<file path="config.mk">
export PLATFORM = sky130hd
export DESIGN_NAME = all1_sched
export DESIGN_NICKNAME = d
export VERILOG_FILES = /design/src/rtl/all1_sched.sv
export SDC_FILE = /design/constraint.sdc
export NUM_CORES = 1
export LEC_CHECK = 0
export ABC_AREA = 1
export BUFFER_PORTS_ARGS = -buffer_cell sky130_fd_sc_hd__buf_4
export CAP_MARGIN = 0
export CORE_UTILIZATION = 48
export DETAILED_ROUTE_END_ITERATION = 6
export PLACE_DENSITY = 0.88
export SLEW_MARGIN = 20
export SYNTH_ARGS = -nofsm -noshare
export SYNTH_HDL_FRONTEND = slang
export SYNTH_SLANG_ARGS = --single-unit
</file>
<file path="constraint.sdc">
create_clock -name clk -period 1.95 [get_ports clk]
set_clock_uncertainty 0.15 [all_clocks]
set_input_delay 0.4875 -clock clk [delete_from_list [all_inputs] [get_ports clk]]
set_output_delay 0.4875 -clock clk [all_outputs]
set_load 0.02 [all_outputs]
</file>
<file path="src/rtl/all1_sched.sv">
// Round-robin scheduler sharing one all1 datapath among four requesters.
// Each grant drives the winner's pattern, waits SETTLE cycles, samples dp_out and pulses a response.
module all1_sched #(
    parameter int unsigned SETTLE = 1,
    parameter int unsigned CNT_W  = 8
) (
    input  logic             clk,
    input  logic             rst,
    input  logic [3:0]       req,
    input  logic [15:0]      pat,
    output logic [3:0]       dp_x,
    input  logic             dp_out,
    output logic [3:0]       gnt,
    output logic             rsp_valid,
    output logic [1:0]       rsp_id,
    output logic             rsp_result,
    output logic             busy,
    output logic [CNT_W-1:0] hit_cnt
);

    // state  | meaning
    // IDLE   | waiting for any request; arbitration happens here
    // DRIVE  | winner's pattern on dp_x, settle counter running down
    // SAMPLE | dp_out has settled; captured at the end of this cycle
    // RESP   | rsp_valid pulse, grant already dropped
    typedef enum logic [1:0] {IDLE, DRIVE, SAMPLE, RESP} state_t;

    localparam logic [3:0]       SETTLE_LOAD = 4'(SETTLE - 1);
    localparam logic [CNT_W-1:0] HIT_MAX     = {CNT_W{1'b1}};
    localparam logic [CNT_W-1:0] HIT_ONE     = CNT_W'(1);

    state_t           state_q, state_d;
    logic [1:0]       ptr_q, ptr_d;
    logic [1:0]       win_q, win_d;
    logic [3:0]       settle_q, settle_d;
    logic [3:0]       dp_x_q, dp_x_d;
    logic [3:0]       gnt_q, gnt_d;
    logic             rsp_valid_q, rsp_valid_d;
    logic [1:0]       rsp_id_q, rsp_id_d;
    logic             rsp_result_q, rsp_result_d;
    logic             busy_q, busy_d;
    logic [CNT_W-1:0] hit_cnt_q, hit_cnt_d;

    logic       win_found;
    logic [1:0] win_idx;
    logic [1:0] cand;

    // Search ptr, ptr+1, ... so the requester after the last winner has priority.
    always_comb begin
        win_found = 1'b0;
        win_idx   = ptr_q;
        cand      = ptr_q;
        for (int k = 0; k < 4; k++) begin
            cand = ptr_q + 2'(k);
            if (!win_found && req[cand]) begin
                win_found = 1'b1;
                win_idx   = cand;
            end
        end
    end

    always_comb begin
        state_d      = state_q;
        ptr_d        = ptr_q;
        win_d        = win_q;
        settle_d     = settle_q;
        dp_x_d       = dp_x_q;
        gnt_d        = gnt_q;
        rsp_valid_d  = 1'b0;
        rsp_id_d     = rsp_id_q;
        rsp_result_d = rsp_result_q;
        hit_cnt_d    = hit_cnt_q;

        unique case (state_q)
            IDLE: begin
                if (win_found) begin
                    state_d  = DRIVE;
                    win_d    = win_idx;
                    ptr_d    = win_idx + 2'd1;
                    dp_x_d   = pat[{win_idx, 2'b00} +: 4];
                    gnt_d    = 4'b0001 << win_idx;
                    settle_d = SETTLE_LOAD;
                end
            end
            DRIVE: begin
                if (settle_q == 4'd0) begin
                    state_d = SAMPLE;
                end else begin
                    settle_d = settle_q - 4'd1;
                end
            end
            SAMPLE: begin
                state_d      = RESP;
                rsp_valid_d  = 1'b1;
                rsp_id_d     = win_q;
                rsp_result_d = dp_out;
                gnt_d        = 4'b0000;
                if (dp_out && (hit_cnt_q != HIT_MAX)) begin
                    hit_cnt_d = hit_cnt_q + HIT_ONE;
                end
            end
            RESP: begin
                state_d = IDLE;
            end
            default: begin
                state_d = IDLE;
            end
        endcase

        busy_d = (state_d != IDLE);
    end

    always_ff @(posedge clk) begin
        if (rst) begin
            state_q      <= IDLE;
            ptr_q        <= 2'd0;
            win_q        <= 2'd0;
            settle_q     <= 4'd0;
            dp_x_q       <= 4'd0;
            gnt_q        <= 4'd0;
            rsp_valid_q  <= 1'b0;
            rsp_id_q     <= 2'd0;
            rsp_result_q <= 1'b0;
            busy_q       <= 1'b0;
            hit_cnt_q    <= '0;
        end else begin
            state_q      <= state_d;
            ptr_q        <= ptr_d;
            win_q        <= win_d;
            settle_q     <= settle_d;
            dp_x_q       <= dp_x_d;
            gnt_q        <= gnt_d;
            rsp_valid_q  <= rsp_valid_d;
            rsp_id_q     <= rsp_id_d;
            rsp_result_q <= rsp_result_d;
            busy_q       <= busy_d;
            hit_cnt_q    <= hit_cnt_d;
        end
    end

    assign dp_x       = dp_x_q;
    assign gnt        = gnt_q;
    assign rsp_valid  = rsp_valid_q;
    assign rsp_id     = rsp_id_q;
    assign rsp_result = rsp_result_q;
    assign busy       = busy_q;
    assign hit_cnt    = hit_cnt_q;

endmodule

</file>
==> Word level (Yosys, flattened, before mapping) <==
Cells that the tools add are included.
{ "word_totals": {"register_bits": 31, "in_bits": 23, "output_inout_bits": 21, "elab_cells": 69} }
{ "op_classes": {"add_sub_neg": 6, "magnitude_cmp": 4, "eq_ne": 6, "shift": 2, "n_mux": 24, "n_reduce_logical": 16} }
{ "op_table": {"columns": ["operator", "count"], "rows": [
  ["$pmux 4 s2", 2],
  ["$shiftx 16x5->4", 1],
  ["$lt 2x3->1 const B", 4],
  ["$mux 4", 3],
  ["$mux 2", 5],
  ["$mux 1", 9],
  ["$add 8x1->8 const B", 1],
  ["$bmux 1 s2", 4],
  ["$ne 8x8->1 const B", 1],
  ["$pmux 2 s4", 1],
  ["$reduce_and 2->1", 3],
  ["$reduce_bool 2->1", 3],
  ["$add 2x1->2 const B", 2],
  ["$add 2x2->2 const B", 2],
  ["$eq 2x2->1 const B", 2],
  ["$logic_and 1x1->1", 4],
  ["$logic_not 4->1", 1],
  ["$ne 2x2->1 const B", 2],
  ["$shl 1x2->4 const A", 1],
  ["$sub 4x1->4 const B", 1],
  ["$logic_not 1->1", 3],
  ["$reduce_and 3->1", 1],
  ["$eq 2x1->1 const B", 1],
  ["$logic_not 2->1", 1]
]} }

==> Logic depth before layout (Yosys ltp) <==
Gate-level depths: netlist (run 1).
{ "depth": {"word_depth": 15, "ltp_mapped": 17, "ltp_nobuf": 16} }

==> Least setup slack after synthesis (run 1) <==
Ideal clock, no wire load.
{ "synth_timing": {"path_kind": "register -> register", "from": "reg hit_cnt_q[0], in the netlist hit_cnt[0]", "to": "reg hit_cnt_q[6], in the netlist hit_cnt[6]", "setup_ns": 0.132, "arrival_time_ns": 1.605, "t_required_ns": 1.668, "path_slack_ns": 0.063, "stages_incl_launch_ff": 11, "path_buffers": 0, "period_less_slack_ns": 1.887, "path_cell_list": "dfxtp_1 -> ha_1 -> inv_1 -> nor4_1 -> nand3_1 -> nand2_1 -> inv_1 -> nand2_1 -> inv_1 -> o21ai_0 -> a21oi_1"} }
{ "synth_via": {"elab_chain_len": 3, "elab_cells_between_ends": 4, "classes_between": "add/sub: 1; eq/ne: 1; reduce/logical: 2"} }
{ "synth_rtl": {"columns": ["item", "line", "text"], "rows": [
  ["start: declaration", "42", "logic [CNT_W-1:0] hit_cnt_q, hit_cnt_d;"],
  ["start signal: assignment", "137", "hit_cnt_q <= hit_cnt_d;"],
  ["branches (longest 3 deep; another with $add 8x1->8)", null, null]
]} }
Several ways; the timed one is not identified.
A chain may end at the register's enable or synchronous reset.

==> Worst setup path in the final report (run 1) <==
{ "layout_timing": {"from": "reg ptr_q[0]", "to": "reg settle_q[2]"} }
{ "layout_via": {"elab_chain_len": 14, "elab_cells_between_ends": 23, "classes_between": "add/sub: 3; eq/ne: 1; mux: 12; reduce/logical: 7"} }
{ "layout_rtl": {"columns": ["item", "line", "text"], "rows": [
  ["start: declaration", "33", "logic [1:0] ptr_q, ptr_d;"],
  ["start signal: assignment", "128", "ptr_q <= ptr_d;"],
  ["branches (longest 11 deep; another with $add 2x1->2)", null, null],
  ["$mux 1 *", "55", "if (!win_found && req[cand]) begin"],
  ["$ne 2x2->1 (no source line) *", null, null],
  ["$reduce_and 3->1 (no source line) *", null, null],
  ["end signal: assignment", "130", "settle_q <= settle_d;"],
  ["end: declaration", "35", "logic [3:0] settle_q, settle_d;"]
]} }
Every way passes the cells marked *. The select of a mux whose other input is x is not followed.

==> results of run 1 <==
[placed cells by master, fill, tap and decap left out, drive strengths merged]
cell,n
nor3,2
nor4,2
nand4,5
a211oi,1
clkbuf,5
buf,67
clkinv,2
nor2,34
dfxtp,31
nand2,103
nand3,37
inv,33
ha,2
nor3b,1
a21oi,16
xor2,1
o21a,1
o21ai,14
bufinv,1
clkinvlp,1
[worst max-delay path, delay by kind of cell (launching register included)]
| family | cells | cell delay (ps) |
|---|---|---|
| compound gates | 3 | 330 |
| buf+inv | 4 | 480 |
| flops | 1 | 370 |
| simple gates | 7 | 550 |
[power groups by stage]
| stage | clock network [W] | logic, W | registers (W) |
|---|---|---|---|
| global route | 0.000663 | 0.00357 | 0.000987 |
| CTS | 0.000628 | 0.00253 | 0.000938 |
| finish | 0.000641 | 0.00330 | 0.000970 |
| detailed placement | 0 | 0.00237 | 0.000950 |
| global placement | 0 | 0.00231 | 0.000947 |
| floorplan | 0 | 0.00162 | 0.00105 |
[layer usage]
layer  global-route usage (%)  wire (um)  share of wire [%]
met1                     30.8       2270                 39
met2                     41.2       2860                 50
met3                     7.32        408                7.1
met4                     8.81        227                3.9
met5                        0          0                  0
[area by class of cell]
cell class / instances / area (um2)
Sequential cell: 31 / 628
Timing Repair inverter: 1 / 7.51
Tap cell: 48 / 60.1
Fill cell: 256 / 905
Clock inverter: 3 / 43.8
Inverter: 33 / 134
Clock buffer: 5 / 68.8
Timing Repair Buffer: 67 / 534
Multi-Input combinational cell: 219 / 1280
[metrics by stage]
stage / TNS [ps] / area, um2
floorplan: 0 / 1840
global placement: -1410 / 2290
detailed placement: -1610 / 2290
CTS: 0 / 2440
global route: -1440 / 2760
finish: -46.7 / 2760
[state kept, by name (all words and copies together) (netlist names)]
| signal | cells |
|---|---|
| state_q | 2 |
| busy | 1 |
| dp_x | 4 |
| hit_cnt | 8 |
| win_q | 2 |
| rsp_id | 2 |
| rsp_result | 1 |
| gnt | 4 |
| rsp_valid | 1 |
| settle_q | 4 |
| ptr_q | 2 |
[how the worst max path moves through the flow]
| stage | start | to | slack (ps) |
|---|---|---|---|
| floorplan | hit_cnt[0] | hit_cnt[6] | 60 |
| CTS | ptr_q[0] | dp_x[0] | 0.9 |
| global placement | req[2] | ptr_q[1] | -180 |
| global route | ptr_q[0] | ptr_q[1] | -170 |
| detailed placement | req[0] | ptr_q[1] | -150 |
| finish | ptr_q[0] | settle_q[2] | -20 |
[cell families (layout without fill, tap and decap cells)]
kind of cell	after synthesis	after routing	share of synthesized area [%]
compound gates	32	32	9.78
simple gates	182	184	45.0
fa+ha+maj	2	2	1.36
xor+xnor	1	1	0.475
buf+inv	39	109	9.71
flops	31	31	33.7
[repair_timing]
action                     4_1_cts  5_1_grt
setup endpoints to repair       11       25
buffers inserted                 2        7
cloned                           1        2
pin swaps                        1       20
gates resized for setup          5       62
==> flow_metrics.tcl, run 1 <==
set metrics [dict create \
    status "complete, but fails checks" \
    violations "negative setup slack" \
    placed_cells 387 \
    min_path_type "flip-flop to flip-flop" \
    r2r_end "settle_q[2]" \
    post-dp-hpwl_um 3320 \
    grt_pass1_wl_um 8140 \
    finalSetupViolations 3 \
    num_rows 22 \
    cts_buffer_depth 2 \
    synthCells 287 \
    cts_buffers 5 \
    drtIter0Drc 283 \
    syn-num-nets 312 \
    diodes 0 \
    vias 2260 \
    grt.total_usage_pct 25.0 \
    wirelength_um 5770 \
    synth_cell_types 29 \
    timing_hold_violations_final 0 \
    r2r_cells 14 \
    holdBufCountCts 0 \
    grt_max_degree 23 \
    yosysMostFrequentCell "nand2_1" \
    yosys-top-cells-count "87 x nand2_1, 37 x nand3_1, 31 x dfxtp_1" \
    synth_seq_cells 31 \
    synth.avg_cell_area_um2 6.42 \
    die_w_um 64.0 \
    utilization_pct 75.3 \
    cts_htree_levels 2 \
    arrival_ps 2040 \
    start_util_pct 50.3 \
    crit_chain "buf_8 -> nand2_4 -> nand2_4 -> nand2_4 -> nand2_4 -> nor2_4 -> nand2_2 -> o21ai_4 -> buf_6 -> buf_6 -> nand2_2 -> inv_2 -> o21ai_2 -> a21oi_1" \
    max_freq_mhz 507 \
    gp_congestion 0.847 \
    core_area_mm2 0.00366 \
    dieArea_mm2 0.00409 \
    p_total_w 0.00491 \
    power_density_mw_per_mm2 1780 \
    finalCritPeriodShare_pct 101 \
    synth_edf_count 0 \
    internal_power_w 0.00251 \
    cts-root-buf "clkbuf_8" \
    max_cap_violations 0 \
    synthArstFlopShare_pct 0 \
    ys_seq_area_share_pct 33.7 \
    rsz0062_at_grt "yes" \
    clock_latency_ps 290 \
    critPathMaxFanout 7 \
    endpoint_kind "flip-flop" \
    slew_headroom_pct 80.8 \
    r2r-start "ptr_q[0]" \
    io-pin-count 44 \
    area_growth_pct 49.6 \
    tightestPinTransition_ps 288 \
    drive_gt1_share_pct 39.6 \
    maxSlewViolCount 0 \
    numPortBuffers 43 \
    p_sw_share_pct 48.7 \
    seqPwrFrac_pct 19.8 \
    whs_endpoint "gnt[3]" \
    fin_crit_ps 1970 \
    p_switching_w 0.00239 \
    clock_power_share_pct 13.1 \
    antenna_found_initial 0 \
    ant_nets 0 \
    synth_top_area_share_pct 33.7 \
    avgViaCountPerCell 5.55 \
    fin_nets 383 \
    rrSetupSlack_ps -20 \
    clk_pin_slew_ps 70 \
    synth_area_mm2 0.00184 \
    pre_cts_slack_ps -148 \
    crit_top_cell "nand2_4" \
    stdcell_count 407 \
    cp-start-kind "flip-flop" \
    p_leak_nw 1.39 \
    whs_ps 325 \
    grt_overflow_total 0 \
    holdPathStages 2 \
    vdd_drop_max_v 0.00101 \
    tritoncts "yes" \
    clock-sinks 31 \
    drc_errors 0 \
    post_drt_wl_per_cell_um 14.2 \
    dr.pass1.iters 5 \
    synth_area_leaders "dfxtp_1 34%, nand2_1 18%, nand3_1 10%" \
    yosysTopAreaCell "dfxtp_1" \
    ys.flop_type "dfxtp_1" \
    worstHoldStart "gnt[3]" \
    slowest_stage "dfxtp_4" \
    grt_pass1_vias 1928 \
    critical_path_required_ps 2010 \
    fin_ws_ps -22.1 \
    synth_warnings 0 \
    die_y_um 64.0 \
    slowest_delay_ps 370 \
    path_class "flip-flop to flip-flop" \
    combPwrFrac_pct 67.2 \
]
(Power assumes the default switching activity.)
==> run 2, diff against run 1 <==
--- a/config.mk
+++ b/config.mk
@@ -8,8 +8,11 @@
 export ABC_AREA = 1
 export BUFFER_PORTS_ARGS = -buffer_cell sky130_fd_sc_hd__buf_4
 export CAP_MARGIN = 0
+export CORE_ASPECT_RATIO = 2
+export CORE_MARGIN = 5
 export CORE_UTILIZATION = 48
 export DETAILED_ROUTE_END_ITERATION = 6
+export HOLD_SLACK_MARGIN = 0.1
 export PLACE_DENSITY = 0.88
 export SLEW_MARGIN = 20
 export SYNTH_ARGS = -nofsm -noshare
==> run 2 against run 1 <==
The flow still finishes with violations (negative setup slack); total power increased by 13%; non-clock buffer count increased by 17; sequential share of layout area decreased by 1.2 points; core utilization increased by 1.4 points; worst hold slack got worse by 9.8 ps; cell count increased by 3.9%; critical endpoint is now ptr_q[1]; largest cell class unchanged.
==> flow_metrics.tcl, run 2 (synthesized netlist as in run 1, its figures left out) <==
set metrics [dict create \
    mostFrequentLayoutCell "buf_4" \
    path_buf_inv 3 \
    cts_buffer_depth 2 \
    dr.pass1.iters 5 \
    p_sw_share_pct 49.3 \
    max_freq_mhz 486 \
    drc_errors 0 \
    cp_top_family "simple AND/OR/NAND/NOR gates" \
    die_y_um 97.6 \
    fillers 255 \
    post_drt_wl_per_cell_um 16.5 \
    whs_ps 315 \
    place_area_mm2 0.00235 \
    numPortBuffers 43 \
    layout_common_cells "72 x buf_4, 65 x nand2_1, 29 x dfxtp_1, 27 x inv_1" \
    cts_htree_levels 2 \
    critPathMaxFanout 6 \
    maxSlewViolCount 0 \
    max_cap_violations 0 \
    io-pin-count 44 \
    p_total_w 0.00554 \
    post-dp-hpwl_um 3920 \
    seqPwrFrac_pct 17.9 \
    vdd_drop_max_v 0.00128 \
    crit_top_cell "nand2_4" \
    arrival_ps 2070 \
    path_class "flip-flop to flip-flop" \
    fin_crit_ps 2060 \
    cts-root-buf "clkbuf_8" \
    postLayoutCellArea_mm2 0.00292 \
    grt_pass1_vias 2050 \
    area_growth_pct 58.2 \
    grt_overflow_total 0 \
    tightestPinTransition_ps 371 \
    status "complete, but fails checks" \
    clock_power_share_pct 8.4 \
    violations "negative setup slack" \
    slowest_stage "dfxtp_4" \
    finalSetupViolations 15 \
    vias 2341 \
    critical_path_required_ps 1970 \
    tritoncts "yes" \
    slew_headroom_pct 75.0 \
    grt.total_usage_pct 21.5 \
    internal_power_w 0.00281 \
    gp_congestion 0.985 \
    antenna_found_initial 0 \
    dieArea_mm2 0.00525 \
    core_area_mm2 0.00380 \
    drive_gt1_share_pct 43.8 \
    finalCritPeriodShare_pct 105 \
    fin_nets 398 \
    ant_nets 0 \
    die_w_um 53.8 \
    min_path_type "flip-flop to flip-flop" \
    start_util_pct 48.5 \
    num_rows 32 \
    slowest_delay_ps 370 \
    rsz0062_at_grt "yes" \
    pre_cts_slack_ps -175 \
    endpoint_kind "flip-flop" \
    drtIter0Drc 96 \
    timing_hold_violations_final 0 \
    largest_reg_flops 8 \
    diodes 0 \
    p_leak_nw 1.45 \
    fin_ws_ps -106 \
    grt_max_degree 23 \
    power_density_mw_per_mm2 1900 \
    cts_buffers 5 \
    utilization_pct 76.6 \
    wirelength_um 6990 \
    p_switching_w 0.00273 \
    clock_latency_ps 280 \
    crit_chain "buf_6 -> nand2_4 -> nand2_4 -> nand2_2 -> nand2_4 -> nor2_4 -> nand2_2 -> o21ai_4 -> clkinv_4 -> buf_6 -> nand3_4 -> nor2_2 -> nor2_1 -> nor2_1" \
    cp-start-kind "flip-flop" \
    grt_pass1_wl_um 8650 \
    clk_pin_slew_ps 60 \
    combPwrFrac_pct 73.7 \
    avgViaCountPerCell 5.53 \
    clock-sinks 31 \
]
run 2: cell count changes in the layout (fill, tap and decap cells not counted), moves of 2 or more:
| cell | change |
|---|---|
| buf_4 | +10 |
| nand2_1 | -2 |
| nor2_1 | -2 |
| nor2_4 | +4 |
| nand2_4 | -3 |
| nand3_2 | +4 |
| nand3_1 | -5 |
| nor2_2 | -2 |
| buf_6 | +7 |
| nand2_2 | +4 |
run 2: what timing repair did:
| action | in CTS | in global routing |
|---|---|---|
| hold buffers | 0 | 0 |
| gates resized for setup | 10 | 76 |
| buffers inserted | 3 | 17 |
| cloned | 0 | 1 |
| pin swaps | 4 | 25 |
| endpoints found under the setup margin | 16 | 21 |
run 2: final timing paths:
check,start,to,slack (ps),depth (start not counted)
setup / recovery,ptr_q[0],ptr_q[1],-110,14
hold reg to reg,gnt[2],gnt[2],320,2
hold / removal,gnt[2],gnt[2],320,2
setup reg to reg,ptr_q[0],ptr_q[1],-110,14
run 2: per-stage QoR:
step	TNS (ps)	std cells
floorplan	0	287
global placement	-872	396
detailed placement	-1790	396
CTS	-30.4	405
global route	-2610	423
finish	-876	423
run 2: worst reg2reg max path: stages (launching register included):
cell,delay (ps)
dfxtp_4,370
buf_6,140
nand2_4,60
nand2_4,70
nand2_2,90
nand2_4,80
nor2_4,140
nand2_2,80
o21ai_4,220
clkinv_4,140
buf_6,150
nand3_4,60
nor2_2,50
nor2_1,100
nor2_1,60
run 2: power groups by stage:
stage | registers [W] | logic, W | clock network, W
after floorplan | 0.00105 | 0.00162 | 0
after global placement | 0.000945 | 0.00251 | 0
after detailed placement | 0.000945 | 0.00258 | 0
after CTS | 0.000942 | 0.00273 | 0.000449
after global routing | 0.00100 | 0.00433 | 0.000495
final | 0.000989 | 0.00408 | 0.000466
run 2: final cells by class:
class | instances | area [um2] | area share [%]
Sequential cell | 31 | 628 | 21.5
Timing Repair Buffer | 84 | 693 | 23.8
Tap cell | 51 | 63.8 | 2.19
Clock buffer | 6 | 72.6 | 2.49
Inverter | 33 | 136 | 4.68
Multi-Input combinational cell | 218 | 1320 | 45.3
run 2: metal layers:
layer / GRT usage, % / up-vias / share of wire [%]
li1: - / 1087 / -
met1: 20.2 / 1075 / 31
met2: 39.1 / 124 / 57
met3: 2.61 / 55 / 4.9
met4: 15.2 / 0 / 7.8
met5: 0 / - / 0
==> run 3, diff against run 2 <==
--- a/config.mk
+++ b/config.mk
@@ -8,12 +8,15 @@
 export ABC_AREA = 1
 export BUFFER_PORTS_ARGS = -buffer_cell sky130_fd_sc_hd__buf_4
 export CAP_MARGIN = 0
+export CELL_PAD_IN_SITES_DETAIL_PLACEMENT = 0
+export CELL_PAD_IN_SITES_GLOBAL_PLACEMENT = 2
 export CORE_ASPECT_RATIO = 2
 export CORE_MARGIN = 5
-export CORE_UTILIZATION = 48
+export CORE_UTILIZATION = 25
 export DETAILED_ROUTE_END_ITERATION = 6
 export HOLD_SLACK_MARGIN = 0.1
-export PLACE_DENSITY = 0.88
+export PLACE_DENSITY = 0.87
+export REMOVE_ABC_BUFFERS = 1
 export SLEW_MARGIN = 20
 export SYNTH_ARGS = -nofsm -noshare
 export SYNTH_HDL_FRONTEND = slang
==> run 3 against run 2 <==
Critical path type unchanged; clock power increased by 59%; sequential share of layout area fell by 0.98 points; the flow still finishes with violations (negative setup slack); global-route usage is 8.9 points lower; highest routed layer unchanged.
==> flow_metrics.tcl, run 3 (synthesized netlist as in run 1, its figures left out) <==
set metrics [dict create \
    min_path_type "flip-flop to flip-flop" \
    critPathMaxFanout 6 \
    core_area_mm2 0.00721 \
    critical_path_depth 17 \
    crit_chain "buf_8 -> nand2_1 -> nand2_2 -> nand2_4 -> nand2_4 -> buf_6 -> nand2_4 -> nand2_2 -> nand2_2 -> nand2_4 -> buf_12 -> nand3_1 -> nand2_1 -> nand2_1 -> nand3_2 -> nand2_1 -> inv_1" \
    r2r_cells 17 \
    numPortBuffers 43 \
    tightestPinTransition_ps 309 \
    holdBufCountCts 0 \
    maxSlewViolCount 0 \
    drc_errors 0 \
    area_growth_pct 65.7 \
    fin_crit_ps 1960 \
    cts-root-buf "clkbuf_16" \
    die_y_um 131 \
    vias 2108 \
    grt_overflow_total 0 \
    grt.total_usage_pct 12.6 \
    layout_common_cells "71 x buf_4, 62 x nand2_1, 29 x dfxtp_1, 28 x inv_1, 26 x nand3_1" \
    tritoncts "yes" \
    grt_max_degree 13 \
    wirelength_um 5990 \
    r2r-start "ptr_q[0]" \
    largest_reg_flops 8 \
    max_cap_violations 0 \
    cp-start-kind "flip-flop" \
    multi_input_area_mm2 0.00132 \
    start_util_pct 25.6 \
    clock_latency_ps 270 \
    fillers 752 \
    gp_congestion 0.914 \
    status "complete, but fails checks" \
    p_total_w 0.00547 \
    drive_gt1_share_pct 44.8 \
    ant_nets 0 \
    slew_headroom_pct 79.4 \
    finalSetupViolations 2 \
    arrival_ps 1980 \
    p_leak_nw 1.49 \
    slowest_delay_ps 370 \
    die_w_um 70.7 \
    avgViaCountPerCell 4.53 \
    grt_pass1_vias 2070 \
    vdd_drop_max_v 0.000881 \
    slowest_stage "dfxtp_4" \
    io-pin-count 44 \
    cts_buffers 5 \
    num_rows 44 \
    grt_pass1_wl_um 9470 \
    endpoint_kind "flip-flop" \
    post-dp-hpwl_um 4530 \
    critPathCapture "dp_x[1]" \
    path_buf_inv 4 \
    post_drt_wl_per_cell_um 12.9 \
    power_density_mw_per_mm2 1790 \
    drtIter0Drc 91 \
    worstSetupStartpoint "ptr_q[0]" \
    timing_hold_violations_final 0 \
    finalCritPeriodShare_pct 100 \
    whs_ps 317 \
    critical_path_required_ps 1970 \
    mostFrequentLayoutCell "buf_4" \
    r2r_end "dp_x[1]" \
    rsz0062_at_grt "yes" \
    cts_buffer_depth 2 \
    path_class "flip-flop to flip-flop" \
    fin_ws_ps -5.89 \
    dr.pass1.iters 4 \
    clock-sinks 31 \
    violations "negative setup slack" \
    diodes 0 \
    utilization_pct 42.3 \
    cp_top_family "simple AND/OR/NAND/NOR gates" \
    antenna_found_initial 0 \
    cts_htree_levels 2 \
    regArea_um2 628 \
    rrSetupSlack_ps -6 \
    max_freq_mhz 511 \
    dieArea_mm2 0.00929 \
    clk_pin_slew_ps 50 \
    fin_nets 397 \
]
==> run 3: changes by cell type in the layout (fill, tap and decap cells not counted), sizes merged <==
cell and delta:
buf -1, inv +1, clkinvlp +1
==> run 3: stage by stage <==
step	std cells	TNS (ps)	cell area (um2)	setup WS, ps
3_5_place_dp	443	-2310	2460	-232
4_1_cts	456	-11.8	2760	-7.19
5_1_grt	465	-963	3050	-114
3_3_place_gp	443	-2000	2460	-219
2_1_floorplan	281	-961	1790	-111
6_report	465	-7.35	3050	-5.89
==> run 3: how the worst min path moves through the flow <==
stage / start / endpoint / depth (start not counted)
after floorplan: win_q[1] / win_q[1] / 2
after global placement: win_q[1] / win_q[1] / 2
after detailed placement: rsp_result / rsp_result / 2
after CTS: rsp_result / rsp_result / 2
after global routing: rst / ptr_q[0] / 2
final: rsp_result / rsp_result / 2
==> run 3: layer usage <==
metal | wire length, um | up-vias | global-route usage [%]
met5 | 0 | - | 0
met4 | 163 | 0 | 6.07
met3 | 213 | 13 | 1.99
met2 | 3560 | 44 | 25.2
met1 | 2050 | 955 | 11.7
li1 | - | 1096 | -
==> run 3: final cells by class <==
cell class | count | share of cell area [%]
multi-input combinational | 218 | 43.3
timing repair buffer | 83 | 23.4
sequential | 31 | 20.6
inverter | 33 | 4.38
clock buffer | 6 | 4.22
tap | 92 | 3.77
clock inverter | 2 | 0.410
==> run 3: worst register-to-register path, stage by stage (launching register included) <==
cell and delay (ps):
dfxtp_4 370, buf_8 150, nand2_1 70, nand2_2 70, nand2_4 80, nand2_4 70, buf_6 130, nand2_4 60
nand2_2 60, nand2_2 80, nand2_4 80, buf_12 140, nand3_1 60, nand2_1 60, nand2_1 60, nand3_2 70
nand2_1 70, inv_1 30
==> run 3: power breakdown <==
part           leakage, nW  total (W)  switching (W)  internal, W
combinational         1.17    0.00376        0.00206      0.00170
sequential           0.255   0.000971       0.000136     0.000834
clock               0.0669   0.000743       0.000273     0.000470
==> run 3: timing repair <==
item                                    CTS  global route
setup buffers                             3             8
pin swaps                                12            38
gates resized for setup                  30            55
gates cloned                              2             1
endpoints found under the setup margin   11            22
